==> src/rtl/mfilter_pkg.sv <==
// Shared constants, state encoding and tap-index to delay-line select map
// for the matched-filter tap sequencer.
package mfilter_pkg;

    localparam int NUM_TAPS = 6;
    localparam int SAMPLE_W = 8;
    localparam int SEL_W    = 3;
    localparam int IDX_W    = 3;
    localparam int FILL_W   = 3;
    localparam int DEC_W    = 8;
    localparam int WCNT_W   = 16;

    localparam logic [IDX_W-1:0]  LAST_IDX   = IDX_W'(NUM_TAPS - 1);
    localparam logic [FILL_W-1:0] FILL_FULL  = FILL_W'(NUM_TAPS);
    localparam logic [SEL_W-1:0]  SEL_NEWEST = 3'd3;

    typedef enum logic {
        ST_IDLE = 1'b0,
        ST_EMIT = 1'b1
    } state_t;

    // The delay line's physical tap ordering is not monotonic in age.
    function automatic logic [SEL_W-1:0] tap_sel(input logic [IDX_W-1:0] idx);
        logic [SEL_W-1:0] sel;
        sel = SEL_NEWEST;
        case (idx)
            3'd0:    sel = 3'd3;
            3'd1:    sel = 3'd2;
            3'd2:    sel = 3'd5;
            3'd3:    sel = 3'd4;
            3'd4:    sel = 3'd1;
            3'd5:    sel = 3'd0;
            default: sel = SEL_NEWEST;
        endcase
        return sel;
    endfunction

endpackage

==> src/rtl/mfilter_tap_sequencer.sv <==
// Strobes RX samples into the 6-tap delay line and serialises a newest-first window burst every DECIM samples.
// Latency: tap 0 valid the cycle after the triggering accept; burst is 6 cycles minimum.
// Backpressure: in_ready low for the whole burst; tap words held while tap_valid && !tap_ready.
module mfilter_tap_sequencer
    import mfilter_pkg::*;
#(
    parameter logic [7:0] DECIM = 8'd1
) (
    input  logic                i_clk,
    input  logic                i_rst_n,
    input  logic                i_flush,
    input  logic                i_in_valid,
    output logic                o_in_ready,
    input  logic [SAMPLE_W-1:0] i_in_sample,
    output logic                o_sr_strobe,
    output logic [SAMPLE_W-1:0] o_sr_sample,
    output logic                o_sr_clear,
    output logic [SEL_W-1:0]    o_sr_sel,
    input  logic [SAMPLE_W-1:0] i_sr_data,
    output logic                o_tap_valid,
    input  logic                i_tap_ready,
    output logic [SAMPLE_W-1:0] o_tap_data,
    output logic [IDX_W-1:0]    o_tap_index,
    output logic                o_tap_last,
    output logic [WCNT_W-1:0]   o_window_count
);

    // DECIM of zero behaves as one.
    localparam logic [DEC_W-1:0] DEC_LAST = (DECIM == 8'd0) ? 8'd0 : DECIM - 8'd1;

    state_t              r_state;
    logic [FILL_W-1:0]   r_fill;
    logic [DEC_W-1:0]    r_dec_cnt;
    logic [IDX_W-1:0]    r_tap_index;
    logic [SEL_W-1:0]    r_sel;
    logic                r_tap_valid;
    logic                r_clear;
    logic [WCNT_W-1:0]   r_window_count;

    logic                w_accept;
    logic [FILL_W-1:0]   w_fill_inc;
    logic                w_fill_full;
    logic [IDX_W-1:0]    w_idx_nxt;

    assign o_in_ready  = (r_state == ST_IDLE) && !i_flush;
    assign w_accept    = i_in_valid && o_in_ready;
    assign w_fill_inc  = (r_fill == FILL_FULL) ? r_fill : r_fill + 3'd1;
    assign w_fill_full = (w_fill_inc == FILL_FULL);
    assign w_idx_nxt   = r_tap_index + 3'd1;

    assign o_sr_strobe    = w_accept;
    assign o_sr_sample    = i_in_sample;
    assign o_sr_clear     = r_clear;
    assign o_sr_sel       = r_sel;
    assign o_tap_valid    = r_tap_valid;
    assign o_tap_data     = i_sr_data;
    assign o_tap_index    = r_tap_index;
    assign o_tap_last     = r_tap_valid && (r_tap_index == LAST_IDX);
    assign o_window_count = r_window_count;

    always_ff @(posedge i_clk or negedge i_rst_n) begin
        if (!i_rst_n) begin
            r_state        <= ST_IDLE;
            r_fill         <= '0;
            r_dec_cnt      <= '0;
            r_tap_index    <= '0;
            r_sel          <= SEL_NEWEST;
            r_tap_valid    <= 1'b0;
            r_clear        <= 1'b0;
            r_window_count <= '0;
        end else begin
            r_clear <= i_flush;
            if (i_flush) begin
                // Flush abandons any burst but keeps the completed-window tally.
                r_state     <= ST_IDLE;
                r_fill      <= '0;
                r_dec_cnt   <= '0;
                r_tap_index <= '0;
                r_sel       <= SEL_NEWEST;
                r_tap_valid <= 1'b0;
            end else begin
                case (r_state)
                    ST_IDLE: begin
                        if (w_accept) begin
                            r_fill <= w_fill_inc;
                            if (w_fill_full) begin
                                if (r_dec_cnt == DEC_LAST) begin
                                    r_dec_cnt   <= '0;
                                    r_state     <= ST_EMIT;
                                    r_tap_valid <= 1'b1;
                                    r_tap_index <= '0;
                                    r_sel       <= SEL_NEWEST;
                                end else begin
                                    r_dec_cnt <= r_dec_cnt + 8'd1;
                                end
                            end
                        end
                    end
                    ST_EMIT: begin
                        if (i_tap_ready) begin
                            if (r_tap_index == LAST_IDX) begin
                                r_window_count <= r_window_count + 16'd1;
                                r_state        <= ST_IDLE;
                                r_tap_valid    <= 1'b0;
                                r_tap_index    <= '0;
                                r_sel          <= SEL_NEWEST;
                            end else begin
                                r_tap_index <= w_idx_nxt;
                                r_sel       <= tap_sel(w_idx_nxt);
                            end
                        end
                    end
                    default: r_state <= ST_IDLE;
                endcase
            end
        end
    end

endmodule
==> config.mk <==
export PLATFORM = sky130hd
export DESIGN_NAME = mfilter_tap_sequencer
export DESIGN_NICKNAME = d
export VERILOG_FILES = /design/src/rtl/mfilter_pkg.sv /design/src/rtl/mfilter_tap_sequencer.sv
export SDC_FILE = /design/constraint.sdc
export NUM_CORES = 1
export LEC_CHECK = 0
export BUFFER_PORTS_ARGS = -buffer_cell sky130_fd_sc_hd__buf_2
export CORE_ASPECT_RATIO = 1.4
export CORE_MARGIN = 3
export CORE_UTILIZATION = 30
export CTS_CLUSTER_SIZE = 30
export DETAILED_ROUTE_END_ITERATION = 10
export GPL_ROUTABILITY_DRIVEN = 1
export PLACE_DENSITY_LB_ADDON = 0.12
export SYNTH_ARGS = -nofsm -noshare
export SYNTH_HDL_FRONTEND = slang
export SYNTH_SLANG_ARGS = --single-unit
==> constraint.sdc <==
create_clock -name i_clk -period 4.66 [get_ports i_clk]
set_input_delay 0.233 -clock i_clk [delete_from_list [all_inputs] [get_ports i_clk]]
set_output_delay 0.233 -clock i_clk [all_outputs]
set_load 0.02 [all_outputs]
==> results.md <==
* Status: finished, final reports clean
* Placed Area at about 0.002 sq mm
* CTS HTree Levels at 2
* Initial DRC Count at 66
* Place WS at ~2400 ps
* Pleak at 1.04 nW
* Die ar. at about 0.0075 sq mm
* # DRC at 0
* Die Wd at between 70 and 80 microns
* Syn-to-layout area delta at 9.92%
* GRT Total Usage at 12.3%
* Utilization after layout at between 30% and 40%
* Mapped Area at approximately 0.002 sq mm
* ANT cells at 0
* Vias in the first global route at around 1500
* Slew headroom at 44.8%
* DIE HEIGHT at roughly 100 microns
* First-pass GRT wire length at approximately 7100 microns
* Setup bufs post-CTS at 0
* Synth Flop Type: dfrtp_1
* Worst vdd ir at 0.104 mV
* Fin area at ~0.0021 sq mm
* Final setup viols at 0
* Min Hold Slack at slightly above 40 ps
* R2R depth at 6
* Post-Syn Area per Cell at between 10 and 15 sq um
* TritonCTS Sinks at 36
* Register-to-register setup slack at about 2400 ps
* RePlAce Congestion at approximately 0.77
* Clock Root Buffer: clkbuf_8
* Synthesis warning total at 0
* Crit Path Class: register to register
* RR Endpoint: r_dec_cnt[2]$_DFFE_PN0P_
* Worst Path Arrival at 2480 ps
* Via count at about 1500
* Pwr Density at a little under 300 mW/mm^2
* I/O Pins at 64
* Row cnt at 34
* Flop and latch count out of synthesis at 36
* Maximum capacitance violations at 0
* FFs w/ async S/R, synth at 100%
* Number of synthesized flops with an enable pin at 0
* Clock-pin slew on the worst setup and hold paths at around 80 ps
* Via/cell ratio at around 5.1
* Number of antenna violations at the first check in global routing at 0
* Mapped Cells at ~200
* Req. time, crit path at between 4000 and 5000 ps
* Share of cells above drive strength 1 at a little under a quarter
* RSZ-0062 raised after global routing: false
* Final Non-Filler Cells at between 200 and 300
* Commonest non-fill, non-tap cell in the layout: dfrtp_1
* 1st-pass router iterations at 4
* CTS tree: built
* Syn Nets at 221
* Synth unique cells at 43
* Setup ws final at 2360 ps
* Final Skew at 8.95 ps
* Total global routing overflow at 0
* Fmax achieved at roughly 430 MHz
* Worst-Skew Late Latency at ~290 ps
* Commonest non-fill, non-tap cells in the layout: 34 x dfrtp_1, 31 x buf_2, 18 x nor2_1
* Clk buf depth at 2
* Setup tns final at 0 ps
* Period utilisation layout at approximately half
* CTS resizes at 0
* WL final at between 4000 and 5000 microns
* Drt wl/cell at between 15 and 20 microns
* RR Startpoint: r_fill[0]$_DFFE_PN0P_
* Core area at roughly 0.0063 sq mm
* Placed cell count at ~280
* Tmin final at 2300 ps
* ANT nets after route at 0
* Tightest Hold Check Type: primary input to async pin
* Cts hold-fix bufs at 0
* Final hold viol count at 0
* Largest net degree at the start of global routing at 37
* Sequential share of the synthesized area at between 40% and 50%
* Slew Limit Fails at 0
* Max FO, Critical Path at 10
* Nets at between 200 and 250
* Crit start category: register
* IO Port Bufs at 31
* Design Power at approximately 0.64 mW
* Detailed placer's ending HPWL at 3150 microns
* Worst slew pin tran at around 830 ps
* Initial core utilization at about 31%
* Critical path endpoint category: register
* CTS Buf Count at 5
==> synthesized netlist by cell type, types with 3 or more instances <==
library cell / n / share of area [%]
xnor2_1: 10 / 4.5
ha_1: 5 / 3.2
nand2_1: 15 / 2.9
nand3_1: 7 / 1.8
a31oi_1: 3 / 0.96
nor3_1: 4 / 1.0
a22o_1: 8 / 3.6
clkbuf_1: 4 / 0.77
nor2_1: 18 / 3.5
a21oi_1: 9 / 2.3
nand4_1: 4 / 1.3
o21ai_0: 3 / 0.77
xor2_1: 8 / 3.6
inv_1: 7 / 1.3
buf_4: 16 / 6.1
dfrtp_1: 34 / 44
==> worst max-delay path, stage by stage, from the launching register on <==
cell     delay (ps)
dfrtp_1         450
inv_1            70
ha_1            230
or3b_1          420
a311o_1         520
a22o_1          290
a22o_1          220
==> report_power, final <==
group	leakage, nW	switching [mW]	internal (mW)
clock	0.0541	0.118	0.158
combinational	0.499	0.0259	0.0144
sequential	0.487	0.00515	0.316
total	1.04	0.150	0.489
==> layout make-up <==
class                           instances  area (sq um)
Sequential cell                        36           903
Inverter                                7          26.3
Fill cell                             656          4110
Tap cell                               72          90.1
Clock inverter                          3          42.5
Multi-Input combinational cell        129           862
Timing Repair Buffer                   31           155
Clock buffer                            5          68.8
==> how the worst max path moves through the flow <==
| stage | slack (ps) | depth (start not counted) | from | endpoint |
|---|---|---|---|---|
| 3_3_place_gp | 2400 | 6 | r_fill[0]$_DFFE_PN0P_ | r_dec_cnt[3]$_DFFE_PN0P_ |
| 2_1_floorplan | 2540 | 7 | r_fill[0]$_DFFE_PN0P_ | r_dec_cnt[5]$_DFFE_PN0P_ |
| 3_5_place_dp | 2370 | 6 | r_fill[0]$_DFFE_PN0P_ | r_dec_cnt[5]$_DFFE_PN0P_ |
| 5_1_grt | 2220 | 6 | r_fill[0]$_DFFE_PN0P_ | r_dec_cnt[2]$_DFFE_PN0P_ |
| 4_1_cts | 2360 | 6 | r_fill[0]$_DFFE_PN0P_ | r_dec_cnt[5]$_DFFE_PN0P_ |
| 6_report | 2360 | 6 | r_fill[0]$_DFFE_PN0P_ | r_dec_cnt[2]$_DFFE_PN0P_ |
==> metal layers <==
metal | GRT usage, % | up-vias | wire, microns
met2 | 21.6 | 46 | 2230
met3 | 3.38 | 4 | 276
met4 | 4.93 | 0 | 21
met1 | 13.7 | 707 | 1800
met5 | 0 | - | 0
li1 | - | 698 | -
==> logic make-up after synthesis <==
group / after synthesis / synth area share, %
AND/OR/NAND/NOR: 68 / 18.3
buffers and inverters: 30 / 9.67
flip-flops: 36 / 46.2
XOR/XNOR: 18 / 8.07
adder cells (fa/ha/maj): 5 / 3.20
multiplexers: 3 / 1.66
AO/OA/AOI/OAI: 35 / 12.9
==> sequential cells by signal (all words and copies together), names as in the netlist <==
signal          flops
r_state             1
o_tap_valid         1
o_sr_sel            3
r_dec_cnt           8
o_sr_clear          1
r_fill              3
o_tap_index         3
o_window_count     16
Note: power is estimated with default switching activity, not from simulation.
